===== config.mk =====
export PLATFORM = sky130hd
export DESIGN_NAME = hazard_forward_unit
export DESIGN_NICKNAME = d
export VERILOG_FILES = /design/src/rtl/hazard_forward_unit.sv
export SDC_FILE = /design/constraint.sdc
export NUM_CORES = 1
export LEC_CHECK = 0
export CELL_PAD_IN_SITES_DETAIL_PLACEMENT = 1
export CELL_PAD_IN_SITES_GLOBAL_PLACEMENT = 2
export CORE_AREA = 2 2 68 70
export DETAILED_ROUTE_END_ITERATION = 8
export DIE_AREA = 0 0 70 72
export HOLD_SLACK_MARGIN = 0.15
export PLACE_DENSITY = 0.84
export SKIP_LAST_GASP = 1
export SLEW_MARGIN = 20
export SYNTH_ARGS = -nofsm -noshare
export SYNTH_HDL_FRONTEND = slang
export SYNTH_SLANG_ARGS = --single-unit

===== constraint.sdc =====
create_clock -name clk -period 2.34 [get_ports clk]
set_input_delay 0.702 -clock clk [delete_from_list [all_inputs] [get_ports clk]]
set_output_delay 0.702 -clock clk [all_outputs]
set_load 0.05 [all_outputs]

===== src/rtl/hazard_forward_unit.sv =====
// hazard_forward_unit: EX-stage operand forwarding selects, load-use stall FSM
// and data-memory freeze control, placed beside the ID/EX register.
// Optional feature macro: HAZARD_PERF_EN adds perf_stall_cnt / perf_fwd_cnt.
module hazard_forward_unit #(
  parameter int NUM_SRC        = 2,
  parameter int REG_ADDR_W     = 5,
  parameter int LOAD_STALL_CYC = 1
) (
  input  logic                          clk,
  input  logic                          rst,
  input  logic                          id_ex_valid,
  input  logic [NUM_SRC*REG_ADDR_W-1:0] id_ex_rs_s,
  input  logic [NUM_SRC-1:0]            id_ex_rs_used,
  input  logic                          ex_mem_valid,
  input  logic [REG_ADDR_W-1:0]         ex_mem_rd_s,
  input  logic                          ex_mem_regf_we,
  input  logic                          ex_mem_is_load,
  input  logic [1:0]                    ex_mem_fwd_kind,
  input  logic                          mem_wb_valid,
  input  logic [REG_ADDR_W-1:0]         mem_wb_rd_s,
  input  logic                          mem_wb_regf_we,
  input  logic                          dmem_busy,
  input  logic                          flush,
  output logic [NUM_SRC*3-1:0]          fwd_sel,
  output logic                          stall_id,
  output logic                          bubble_ex,
  output logic                          freeze
`ifdef HAZARD_PERF_EN
  ,
  output logic [31:0]                   perf_stall_cnt,
  output logic [31:0]                   perf_fwd_cnt
`endif
);

  typedef enum logic [1:0] {
    IDLE     = 2'd0,
    LD_STALL = 2'd1,
    MEM_WAIT = 2'd2
  } state_t;

  // Reload value: the first stall cycle is spent in IDLE, the rest are counted here.
  localparam logic [2:0] STALL_RELOAD = 3'(LOAD_STALL_CYC - 1);

  // EX/MEM result kind -> operand mux select; reserved kind falls back to alu_out.
  function automatic logic [2:0] kind_sel(input logic [1:0] kind);
    case (kind)
      2'd1:    kind_sel = 3'd2;
      2'd2:    kind_sel = 3'd3;
      default: kind_sel = 3'd1;
    endcase
  endfunction

  state_t                  state_p0, state_d, eff_state;
  logic   [2:0]            cnt_p0, cnt_d;
  logic   [NUM_SRC*3-1:0]  fwd_raw;
  logic   [REG_ADDR_W-1:0] rs_c;
  logic                    ex_hit, wb_hit, hazard;
  logic                    stall_raw, bubble_raw, freeze_raw;

  // Per-operand forwarding select and load-use hazard detection.
  always_comb begin
    fwd_raw = '0;
    hazard  = 1'b0;
    rs_c    = '0;
    ex_hit  = 1'b0;
    wb_hit  = 1'b0;
    for (int i = 0; i < NUM_SRC; i++) begin
      rs_c   = id_ex_rs_s[i*REG_ADDR_W +: REG_ADDR_W];
      ex_hit = ex_mem_valid && ex_mem_regf_we && (ex_mem_rd_s == rs_c);
      wb_hit = mem_wb_valid && mem_wb_regf_we && (mem_wb_rd_s == rs_c);
      if (id_ex_valid && id_ex_rs_used[i] && (rs_c != '0)) begin
        // A load in EX/MEM has no data yet; the stall covers it, so skip to MEM/WB.
        if (ex_hit && !ex_mem_is_load)
          fwd_raw[i*3 +: 3] = kind_sel(ex_mem_fwd_kind);
        else if (wb_hit)
          fwd_raw[i*3 +: 3] = 3'd4;
        if (ex_hit && ex_mem_is_load)
          hazard = 1'b1;
      end
    end
  end

  // Leaving MEM_WAIT behaves as the state that resumes, so the release cycle
  // consumes a pending stall cycle or re-evaluates hazard/flush as IDLE.
  always_comb begin
    eff_state = state_p0;
    if (state_p0 == MEM_WAIT && !dmem_busy)
      eff_state = (cnt_p0 != 3'd0) ? LD_STALL : IDLE;
  end

  // Next-state and Mealy stall/bubble/freeze outputs.
  always_comb begin
    state_d    = state_p0;
    cnt_d      = cnt_p0;
    stall_raw  = 1'b0;
    bubble_raw = 1'b0;
    freeze_raw = 1'b0;
    if (dmem_busy) begin
      freeze_raw = 1'b1;
      stall_raw  = 1'b1;
      state_d    = MEM_WAIT;
    end else begin
      case (eff_state)
        LD_STALL: begin
          if (flush) begin
            state_d = IDLE;
            cnt_d   = 3'd0;
          end else begin
            stall_raw  = 1'b1;
            bubble_raw = 1'b1;
            if (cnt_p0 <= 3'd1) begin
              state_d = IDLE;
              cnt_d   = 3'd0;
            end else begin
              state_d = LD_STALL;
              cnt_d   = cnt_p0 - 3'd1;
            end
          end
        end
        default: begin
          state_d = IDLE;
          if (hazard && !flush) begin
            stall_raw  = 1'b1;
            bubble_raw = 1'b1;
            if (LOAD_STALL_CYC > 1) begin
              state_d = LD_STALL;
              cnt_d   = STALL_RELOAD;
            end
          end
        end
      endcase
    end
  end

  // State and stall-counter register.
  always_ff @(posedge clk or posedge rst) begin
    if (rst) begin
      state_p0 <= IDLE;
      cnt_p0   <= 3'd0;
    end else begin
      state_p0 <= state_d;
      cnt_p0   <= cnt_d;
    end
  end

  assign fwd_sel   = rst ? '0 : fwd_raw;
  assign stall_id  = !rst && stall_raw;
  assign bubble_ex = !rst && bubble_raw;
  assign freeze    = !rst && freeze_raw;

`ifdef HAZARD_PERF_EN
  // Performance counters, held while the pipeline is frozen.
  always_ff @(posedge clk or posedge rst) begin
    if (rst) begin
      perf_stall_cnt <= 32'd0;
      perf_fwd_cnt   <= 32'd0;
    end else if (!freeze) begin
      if (stall_id)
        perf_stall_cnt <= perf_stall_cnt + 32'd1;
      if (|fwd_sel)
        perf_fwd_cnt <= perf_fwd_cnt + 32'd1;
    end
  end
`endif

endmodule


==> summary.txt <==
LOGIC SYNTHESIS
-----------------------------------------------------------------------------------------------------------------
Cell area after technology mapping                                                                      700.7 µm²
Mean instance size in the synthesized netlist                                                           8.054 µm²
Most numerous cell types in the synthesized netlist                                                  xnor2_1 (12), inv_1 (8), nand2_1 (8)
Post-synthesis register bit count                                                                               5
EDFF count, synth                                                                                               0
Total number of yosys warnings                                                                                  0
Count of distinct cell types in the synthesized netlist                                                        27
Leading register cell type out of synthesis                                                               dfrtp_1
Area fraction in compound gates after synthesis                                                            16.79%
Dominant combinational cell family by area after synthesis                                           XOR/XNOR gates
Count of mapped cells out of synthesis                                                                         87
Most frequently used cell type in the post-synthesis netlist                                              xnor2_1
Async set-reset flop share out of synthesis                                                                100.0%
Register area share after synthesis                                                                        17.86%
Multiplexer fraction of the synthesized cell area                                                          1.429%
Top-area cell type share of the netlist area                                                               17.86%
Arithmetic-cell share of the synthesized area counting full adders, half adders and majority gates         7.143%
Fraction of the mapped netlist area in simple logic gates                                                  25.36%
XOR/XNOR Fraction of Synth Area                                                                            27.14%
Mapped Nets                                                                                                   125
Most area-consuming cells after synthesis                                                            dfrtp_1 (18%), xnor2_1 (15%), xor2_1 (7.5%)
Leading area contributor after synthesis                                                                  dfrtp_1

WORST SETUP PATH
-----------------------------------------------------------------------------------------------------------------
Worst setup startpoint                                                                               id_ex_rs_s[1]
Worst r2r src                                                                                        cnt_p0[0]$_DFFE_PP0P_
Reg2Reg Depth                                                                                                   6
Critical path capture point type                                                                       output pin
Arrival time of the worst setup path                                                                      2.07 ns
Largest fanout on the critical path                                                                             3
Worst setup path class                                                                               primary input to output pin
Startpoint class of the critical path                                                                primary input
Required time at the worst-slack endpoint                                                                 1.64 ns

PLACE
-----------------------------------------------------------------------------------------------------------------
Buffers added on ports                                                                                         42
HPWL Detailed                                                                                            2.631 mm
GP Congestion                                                                                              0.7688
Worst slack at placement                                                                               -0.9713 ns

CTS
-----------------------------------------------------------------------------------------------------------------
Clock tree from TritonCTS                                                                                   built
Number of levels in the clock H-tree                                                                            1
CTS Root Cell                                                                                            clkbuf_8
Longest Clk Path Bufs                                                                                           2
Count of clock tree sinks                                                                                       5
Number of buffers added by the clock tree synthesis step                                                        3
Clock Pin Slew Worst Setup and Hold Paths                                                                 0.04 ns
Clock network latency to the later pin of the worst-skew pair                                             0.22 ns

OUTCOME
-----------------------------------------------------------------------------------------------------------------
Status                                                                                               complete, but fails checks
Violations in the final reports                                                                      negative setup slack

CELLS AND AREA
-----------------------------------------------------------------------------------------------------------------
Antenna fix cells                                                                                               0
Fin util                                                                                                   45.04%
Final-stage net count                                                                                         210
Layout cells sized above 1                                                                                 61.99%
Layout-stage area growth over the synthesis result                                                         174.1%

STA
-----------------------------------------------------------------------------------------------------------------
Min Clock Period, post-route                                                                             2.776 ns
Max-Slew Margin vs Limit                                                                                   67.52%
Slew at the pin closest to its max-slew limit                                                           0.4835 ns
Final number of hold-violating endpoints                                                                        0
Setup_tns                                                                                               -3.239 ns
Setup repair after global routing missed its margin                                                          true
Final setup violating endpoints                                                                                 8
Maximum operating frequency                                                                             360.3 MHz
Fin. max-slew vios                                                                                              0
Post-route fraction of the period consumed by the critical path                                            118.6%
Worst Skew                                                                                            0.002134 ns
Worst setup slack after layout                                                                         -0.4357 ns

FLOORPLAN
-----------------------------------------------------------------------------------------------------------------
Die footprint                                                                                            5040 µm²
Row cnt                                                                                                        24
Die outline width                                                                                           70 µm
I/O pins                                                                                                       43
Starting utilization of the core area                                                                      16.43%
Area of the placeable core                                                                               4264 µm²
Overall die height                                                                                          72 µm

GLOBAL ROUTE
-----------------------------------------------------------------------------------------------------------------
Overall routing resource usage                                                                             14.07%
Number of global-route vias before repair                                                                    1188
Global-route wire length before repair                                                                   5.637 mm
Largest net degree at the start of global routing                                                               7
Number of antenna violations at the first check in global routing                                               0
Total overflow reported by the global router                                                                    0

DRT
-----------------------------------------------------------------------------------------------------------------
First-pass detailed-route iteration total                                                                       3
Antenna-violating nets left                                                                                     0
Average wire per cell in the routed design                                                               15.41 µm
DRC marker count from the first detailed-route iteration                                                       18
DRC viols                                                                                                       0
Detail-routed via count per cell                                                                            4.480
Post-Route WL                                                                                            3.437 mm
Number of vias in the routed layout                                                                           999

PWR
-----------------------------------------------------------------------------------------------------------------
Reported leakage power                                                                                  0.8395 nW
Power Density                                                                                        377.3 nW/µm²
Worst voltage drop across the vdd grid                                                                  0.4689 mV

MIN PATH
-----------------------------------------------------------------------------------------------------------------
Min-delay worst type                                                                                 register to register
Worst hold path cell count                                                                                      2
Hold wc startpoint                                                                                   cnt_p0[2]$_DFFE_PP0P_

JOB
-----------------------------------------------------------------------------------------------------------------
Max Cap Viol                                                                                                    0

worst max-delay path, stage by stage:
cell and delay (ns):
buf_8 0.10, or4_4 0.56, o21ai_4 0.18, nor4_4 0.06, o211ai_1 0.22, nand2_2 0.10, buf_12 0.16
through the flow:
stage	hold WS [ns]	cells	power [mW]	cell area [µm²]
after floorplan	0.4886	87	0.3186	814.5
after global placement	0.5293	206	0.4699	1578
after detailed placement	0.5486	206	0.5036	1578
after CTS	0.5531	219	0.7065	1849
after global routing	0.5619	223	0.7844	1921
final	0.5476	223	0.7246	1921
placed cells by master, fill, tap and decap left out, types with 2 or more instances in the layout:
cell type	synthesis	final
inv_1	8	7
buf_6	0	16
o21ai_4	0	2
nand2_1	8	4
nand4_1	3	3
ha_1	4	4
a21oi_1	6	4
clkbuf_8	0	3
xnor2_2	2	7
clkdlybuf4s50_1	0	4
nand2_2	0	4
xnor2_1	12	7
dlygate4sd2_1	0	8
and4_4	0	2
buf_8	0	3
buf_4	0	32
nor2_1	2	2
o211a_1	2	2
dfrtp_1	5	5
nor4_4	0	7
buf_12	0	9
or4_4	0	3
xor2_1	6	4
buf_2	0	6
routing by layer:
layer / share of wire (%) / GRT usage (%) / vias to the layer above
met4: 0.84 / 2.991 / 0
met3: 3.9 / 2.917 / 2
met5: 0 / 0 / -
met2: 58 / 28.99 / 27
met1: 37 / 14.50 / 485
li1: - / - / 485
flip-flops by register name (all words and copies together) (netlist names):
signal / flops
cnt_p0: 3
state_p0: 2
cell type report:
type,instances,area [µm²]
Clock buffer,4,45.04
Sequential cell,5,125.1
Timing Repair Buffer,80,808.3
Inverter,8,30.03
Fill cell,484,2344
Tap cell,52,65.06
Multi-Input combinational cell,74,847.1
kinds of logic after synthesis:
family / count (synthesis)
AND/OR/NAND/NOR: 31
buffers and inverters: 8
flip-flops: 5
multiplexers: 1
AO/OA/AOI/OAI: 18
adder cells (fa/ha/maj): 4
XOR/XNOR: 20
repair_timing:
| item | CTS | global route |
|---|---|---|
| pin swaps | 34 | 18 |
| resized for setup | 139 | 10 |
| hold buffers | 0 | 0 |
| setup endpoints to repair | 9 | 9 |
| buffers inserted | 10 | 4 |
worst paths after layout:
path,slack [ns],end
max reg2reg,0.44,cnt_p0[1]$_DFFE_PP0P_
max,-0.44,stall_id
max in group asynchronous,1.53,cnt_p0[1]$_DFFE_PP0P_
min in group asynchronous,0.59,cnt_p0[0]$_DFFE_PP0P_
min reg2reg,0.55,cnt_p0[2]$_DFFE_PP0P_
min,0.55,cnt_p0[2]$_DFFE_PP0P_
power by group:
part           switching, mW  total (mW)  leakage (nW)  internal, mW
clock                 0.0402       0.157        0.0228         0.117
sequential            0.0183       0.134        0.0639         0.116
combinational          0.221       0.433         0.753         0.212
Note: power is estimated with default switching activity, not from simulation.
